===== src/rtl/barrier_speed_ctrl_if.sv =====
// Game-state <-> barrier-speed controller bundle.
// Master drives run/restart/frame_tick; slave returns speed, level and status.
interface barrier_speed_ctrl_if #(
  parameter int SPEED_W = 4,
  parameter int LEVEL_W = 4
);
  logic               restart;
  logic               run;
  logic               frame_tick;
  logic [SPEED_W-1:0] barrier_speed;
  logic [LEVEL_W-1:0] level;
  logic               level_up;
  logic               at_max;

  modport master (
    output restart, run, frame_tick,
    input  barrier_speed, level, level_up, at_max
  );

  modport slave (
    input  restart, run, frame_tick,
    output barrier_speed, level, level_up, at_max
  );
endinterface


===== src/rtl/barrier_speed_ctrl.sv =====
// Barrier speed ramp: every TICKS_PER_STEP counted frame ticks speed += STEP, clamped at MAX_SPEED.
// Latency: speed/level/level_up/at_max update on the edge sampling the qualifying tick; no backpressure.
module barrier_speed_ctrl #(
  parameter int SPEED_W        = 4,
  parameter int INIT_SPEED     = 4,
  parameter int MAX_SPEED      = 12,
  parameter int STEP           = 1,
  parameter int TICKS_PER_STEP = 16,
  parameter int LEVEL_W        = 4
) (
  input logic                 clk,
  input logic                 rst,
  barrier_speed_ctrl_if.slave bus
);

  localparam int CNT_W = (TICKS_PER_STEP > 1) ? $clog2(TICKS_PER_STEP) : 1;
  localparam int SUM_W = SPEED_W + 1;

  localparam logic [SPEED_W-1:0] INIT_V      = SPEED_W'(INIT_SPEED);
  localparam logic [SPEED_W-1:0] MAX_V       = SPEED_W'(MAX_SPEED);
  localparam logic [SUM_W-1:0]   STEP_V      = SUM_W'(STEP);
  localparam logic [CNT_W-1:0]   CNT_LAST    = CNT_W'(TICKS_PER_STEP - 1);
  localparam logic [LEVEL_W-1:0] LEVEL_SAT   = '1;
  localparam logic               INIT_AT_MAX = (INIT_SPEED == MAX_SPEED);

  typedef enum logic [1:0] {
    IDLE  = 2'd0,
    RAMP  = 2'd1,
    MAXED = 2'd2
  } state_t;

  state_t             state_q, state_d;
  logic [SPEED_W-1:0] speed_q, speed_d;
  logic [LEVEL_W-1:0] level_q, level_d;
  logic [CNT_W-1:0]   cnt_q, cnt_d;
  logic               level_up_q, level_up_d;
  logic               at_max_q, at_max_d;

  logic [SUM_W-1:0]   speed_sum;
  logic [SPEED_W-1:0] speed_bumped;

  // Extra carry bit keeps speed+STEP from wrapping below the ceiling.
  always_comb begin
    speed_sum    = {1'b0, speed_q} + STEP_V;
    speed_bumped = speed_sum[SPEED_W-1:0];
    if (speed_sum >= {1'b0, MAX_V}) begin
      speed_bumped = MAX_V;
    end
  end

  always_comb begin
    state_d    = state_q;
    speed_d    = speed_q;
    level_d    = level_q;
    cnt_d      = cnt_q;
    level_up_d = 1'b0;
    at_max_d   = at_max_q;

    if (bus.restart) begin
      state_d  = IDLE;
      speed_d  = INIT_V;
      level_d  = '0;
      cnt_d    = '0;
      at_max_d = INIT_AT_MAX;
    end else begin
      unique case (state_q)
        IDLE: begin
          if (bus.run) begin
            state_d = INIT_AT_MAX ? MAXED : RAMP;
          end
        end
        RAMP: begin
          if (bus.run && bus.frame_tick) begin
            if (cnt_q == CNT_LAST) begin
              cnt_d      = '0;
              speed_d    = speed_bumped;
              level_d    = (level_q == LEVEL_SAT) ? level_q : level_q + LEVEL_W'(1);
              level_up_d = 1'b1;
              at_max_d   = (speed_bumped == MAX_V);
              if (speed_bumped == MAX_V) begin
                state_d = MAXED;
              end
            end else begin
              cnt_d = cnt_q + CNT_W'(1);
            end
          end
        end
        MAXED: begin
          state_d = MAXED;
        end
        default: begin
          state_d = IDLE;
        end
      endcase
    end
  end

  always_ff @(posedge clk) begin
    if (rst) begin
      state_q    <= IDLE;
      speed_q    <= INIT_V;
      level_q    <= '0;
      cnt_q      <= '0;
      level_up_q <= 1'b0;
      at_max_q   <= INIT_AT_MAX;
    end else begin
      state_q    <= state_d;
      speed_q    <= speed_d;
      level_q    <= level_d;
      cnt_q      <= cnt_d;
      level_up_q <= level_up_d;
      at_max_q   <= at_max_d;
    end
  end

  assign bus.barrier_speed = speed_q;
  assign bus.level         = level_q;
  assign bus.level_up      = level_up_q;
  assign bus.at_max        = at_max_q;

endmodule

===== src/flat_wrapper.sv =====
// flat-port wrapper written by rule: the top's interface ports become plain ports
module barrier_speed_ctrl_flat 
#(
  parameter int SPEED_W        = 4,
  parameter int INIT_SPEED     = 4,
  parameter int MAX_SPEED      = 12,
  parameter int STEP           = 1,
  parameter int TICKS_PER_STEP = 16,
  parameter int LEVEL_W        = 4
)
  (clk, rst, bus_restart, bus_run, bus_frame_tick, bus_barrier_speed, bus_level, bus_level_up, bus_at_max);
  barrier_speed_ctrl_if #(.SPEED_W(SPEED_W), .LEVEL_W(LEVEL_W)) bus_i ();
  input logic clk;
  input logic rst;
  input wire logic [$bits(bus_i.restart)-1:0] bus_restart;
  input wire logic [$bits(bus_i.run)-1:0] bus_run;
  input wire logic [$bits(bus_i.frame_tick)-1:0] bus_frame_tick;
  output wire logic [$bits(bus_i.barrier_speed)-1:0] bus_barrier_speed;
  output wire logic [$bits(bus_i.level)-1:0] bus_level;
  output wire logic [$bits(bus_i.level_up)-1:0] bus_level_up;
  output wire logic [$bits(bus_i.at_max)-1:0] bus_at_max;
  assign bus_i.restart = bus_restart;
  assign bus_i.run = bus_run;
  assign bus_i.frame_tick = bus_frame_tick;
  assign bus_barrier_speed = bus_i.barrier_speed;
  assign bus_level = bus_i.level;
  assign bus_level_up = bus_i.level_up;
  assign bus_at_max = bus_i.at_max;
  barrier_speed_ctrl #(.SPEED_W(SPEED_W), .INIT_SPEED(INIT_SPEED), .MAX_SPEED(MAX_SPEED), .STEP(STEP), .TICKS_PER_STEP(TICKS_PER_STEP), .LEVEL_W(LEVEL_W)) u_core (.clk(clk), .rst(rst), .bus(bus_i));
endmodule

===== config.mk =====
export PLATFORM = sky130hd
export DESIGN_NAME = barrier_speed_ctrl_flat
export DESIGN_NICKNAME = d
export VERILOG_FILES = /design/src/rtl/barrier_speed_ctrl_if.sv /design/src/rtl/barrier_speed_ctrl.sv /design/src/flat_wrapper.sv
export SDC_FILE = /design/constraint.sdc
export NUM_CORES = 1
export LEC_CHECK = 0
export BUFFER_PORTS_ARGS = -buffer_cell sky130_fd_sc_hd__buf_2
export CORE_UTILIZATION = 60
export CTS_BUF_LIST = sky130_fd_sc_hd__clkbuf_4 sky130_fd_sc_hd__clkbuf_8
export DETAILED_ROUTE_END_ITERATION = 8
export GPL_TIMING_DRIVEN = 0
export PLACE_DENSITY = 0.83
export SLEW_MARGIN = 20
export SYNTH_ARGS = -nofsm -noshare
export SYNTH_HDL_FRONTEND = slang
export SYNTH_SLANG_ARGS = --single-unit

===== constraint.sdc =====
create_clock -name clk -period 4.7 [get_ports clk]
set_clock_uncertainty 0.1 [all_clocks]
set_input_delay 0.235 -clock clk [delete_from_list [all_inputs] [get_ports clk]]
set_output_delay 0.235 -clock clk [all_outputs]
set_load 0.005 [all_outputs]

After elaboration in Yosys (flattened, before gate mapping)
Index checks and enable logic that the tools add are counted.

cells by class
  magnitude comparators = 1
  muxes and demuxes = 8
  $add $sub $neg = 3
  reductions and logical operators = 8
  bitwise operators = 3
  equality and inequality tests = 9

operators by type and width
  cell                 number
  $eq 4x4->1 const B   3
  $add 4x1->4 const B  2
  $mux 2               4
  $mux 4               2
  $reduce_and 4->1     2
  $ne 2x1->1 const B   3
  $pmux 2 s3           1
  $add 4x1->5 const B  1
  $ge 5x4->1 const B   1
  $reduce_or 4->1      1
  $not 1->1            3
  $reduce_and 3->1     1
  $eq 2x1->1 const B   1
  $eq 2x2->1 const B   1
  $logic_not 2->1      1
  $ne 2x2->1 const B   1
  $reduce_and 2->1     1
  $reduce_or 2->1      1
  $logic_and 1x1->1    1
  $mux 1               1

storage, ports and cells
  output and inout bits = 10
  register bits = 16
  bits of input ports = 5
  word-level logic and storage cells = 38

Depth between registers and ports, before layout
  word-level depth = 8
  mapped depth = 7
  depth with buffers taken out = 6

Worst setup path after synthesis
Ideal clock, no wire load.

  path type = register to register
  start point = reg u_core.state_q[1]
  end point = reg u_core.level_q[3], in the netlist u_core.bus.level[3]
  arrival time = 1.570 ns
  slack = 2.959 ns
  cell stages (with the launch flop) = 8
  required time = 4.529 ns
  library setup time = 0.071 ns
  period minus slack after synthesis = 1.741 ns
  path buffers = 1
  path through = dfxtp_1 inv_1 ha_1 nand3_2 or2_1 clkbuf_2 or4_1 a21oi_1

on the way
  cells in the longest elaborated chain, start to end = 2

ends and longest elaborated chain
  what                        line                       source
  from (decl)                 barrier_speed_ctrl.sv:32   state_t state_q, state_d;
  from (signal assigned)      barrier_speed_ctrl.sv:107  state_q <= state_d;
  $eq 2x1->1                  barrier_speed_ctrl.sv:66   unique case (state_q)
  $reduce_and 4->1 (no line)  n/a
  to (signal assigned)        barrier_speed_ctrl.sv:109  level_q <= level_d;
  to (decl)                   barrier_speed_ctrl.sv:34   logic [LEVEL_W-1:0] level_q, level_d;

No other way between the ends.
A chain may end at the register's enable or synchronous reset.

Worst setup path after layout
Same ends and word-level chain as after synthesis.

==> qor.yml <==
htree_levels: 1
cts_made_buffers: 3
die_y_microns: 39.0
final_core_util: 0.784
synthDistinctLibCells: 34
gp_routability_congestion: 0.793
finalCriticalPeriod_ps: 1890
final.fill_count: 91
fp.dieW_microns: 39.0
yosys-top-cells-count: "dfxtp_1, nor2_1, ha_1, nand2_1"
synth_area_sq_um: 820
hold_violations: 0
dr.pass1.iters: 4
fin_tns_setup_ps: 0
worst_setup_path_start_kind: "flop"
crit_path_max_incr_delay_ps: 480
clockBufferDepth: 2
finalSetupViolations: 0
syn_area_per_cell_sq_um: 9.11
cap_violations: 0
synth-main-ff-cell: "dfxtp_1"
p_leak_uw: 0.000401
syn-num-nets: 101
grt_first_pass_wirelength_microns: 2560
tightest_slew_ps: 468
synth.most_common_cell: "dfxtp_1"
die_area_sq_mm: 0.00152
postSynthCellCount: 90
vdd_ir_drop_max_uv: 268
start_util: 0.691
cpMaxStageDelayCell: "or4_1"
cts_resized: 0
postCtsHoldBufs: 0
worst-setup-path-type: "reg -> reg"
post-cts-setup-buffers: 0
regArea_sq_um: 320
dpl.hpwl_microns: 1260
nNetsFinal: 120
post_drt_wl_per_cell_microns: 12.8
path_clk_slew_ps: 80
worst-path-buf-inv: 2
synth.area.top_cells: "dfxtp_1, ha_1, nor2_1"
required_ps: 4820
ant_nets: 0
vias_per_cell: 5.78
grt_overflow: 0
core_area_sq_mm: 0.00119
root_buffer: "clkbuf_4"
seq_area_frac_synth: 0.391
synth_top_cell_by_area: "dfxtp_1"
path_delay_family: "simple AND/OR/NAND/NOR gates"
relSlewSlack: 0.687
outcome: "finished clean"
pin_count: 15
antenna_found_initial: 0
cts_sinks: 16
grt_pass1_vias: 638
grt_use_total: 0.269
p_per_area_mw_per_mm2: 235
end_kind: "flop"
worst_skew_pair.late_latency_ps: 280
critPathMaxFanout: 6
port_buffers: 14
async_reset_ff_frac: 0
rsz0062_at_grt: "no"
synth_top_area_share: 0.391
multiInputGateArea_sq_um: 479
cts_tree: "built"
min_period_over_period: 0.403
syn_to_final_growth_pct: 13.4
fmax_mhz: 528
finalMaxSlewViolations: 0
synth-edff-count: 0
ys_seq_elements: 16
wirelength_microns: 1550
rows: 12
drc: 0
layout-drive-gt1-share: 0.224
crit_chain: "inv_1 > ha_1 > nand3_2 > or2_1 > clkbuf_2 > or4_1 > a21oi_1"
dr_total_vias: 699
yosys_warnings: 0
cp.arrival_ps: 2020
grt_max_degree: 11
diodes: 0
hp-class: "in -> reg"
drt_iter0_markers: 5
-- report_power, final --
part | switching, uW | internal (uW)
sequential | 0.519 | 136
clock | 39.7 | 29.8
combinational | 6.96 | 5.30
-- layout make-up --
type,instances,area share
Buffer,2,0.00942
Clock buffer,3,0.0242
Inverter,3,0.0121
Multi-Input combinational cell,69,0.515
Sequential cell,16,0.345
Tap cell,14,0.0188
Timing Repair Buffer,14,0.0754
-- per-layer routing --
metal | part of all wire | up-vias | GRT usage
met5 | 0 | - | 0
met4 | 0.034 | 0 | 0.207
met3 | 0.026 | 4 | 0.0694
met2 | 0.50 | 12 | 0.488
met1 | 0.44 | 320 | 0.249
li1 | - | 363 | -
-- flip-flops by register name, summed over array words and instances (netlist names) --
name                      count
u_core.state_q                2
u_core.bus.barrier_speed      4
u_core.bus.level              4
u_core.cnt_q                  4
u_core.bus.level_up           1
u_core.bus.at_max             1
-- cells in the final DEF, fill, tap and decap left out, types with 2 or more instances in the layout --
master    count
a21oi_1       5
nand4_1       2
nor3_1        5
buf_2        14
nand3_2       2
nor2_1        9
nand3_1       5
a21boi_0      2
ha_1          6
clkbuf_4      3
xor2_1        2
o21ai_0       2
o211a_1       2
inv_1         3
xnor2_1       2
mux2i_1       3
dfxtp_1      16
nand2_1       6
-- worst paths after layout --
kind | from | endpoint | slack, ps | cells past startpoint
setup / recovery | u_core.state_q[1] | u_core.bus.level[3] | 2810 | 7
hold / removal | bus_restart | u_core.bus.barrier_speed[2] | 150 | 3
setup reg to reg | u_core.state_q[1] | u_core.bus.level[3] | 2810 | 7
hold reg to reg | u_core.state_q[1] | u_core.state_q[1] | 360 | 2
-- worst register-to-register path: stages, from the launching register on --
cell      delay, ps
dfxtp_1         320
inv_1            70
ha_1            240
nand3_2         120
or2_1           220
clkbuf_2        150
or4_1           480
a21oi_1         150
-- kinds of logic (layout without fill, tap and decap cells) --
kind of cell             after synthesis  after routing  synth area share
flip-flops                            16             16             0.391
XOR/XNOR                               4              4            0.0428
multiplexers                           3              3            0.0366
AND/OR/NAND/NOR                       39             39             0.267
AO/OA/AOI/OAI                         17             17             0.147
buffers and inverters                  5             22            0.0244
adder cells (fa/ha/maj)                6              6            0.0916
-- stage by stage --
step | hold slack [ps] | std cells | total power, uW | instance area, sq um | setup WS [ps]
after floorplan | 290 | 90 | 147 | 820 | 2960
after global placement | 347 | 118 | 151 | 907 | 2850
after detailed placement | 359 | 118 | 152 | 907 | 2820
after CTS | 146 | 121 | 221 | 930 | 2790
after global routing | 160 | 121 | 228 | 930 | 2670
final | 150 | 121 | 218 | 930 | 2810
No activity file was read; power rests on OpenSTA's default activity.
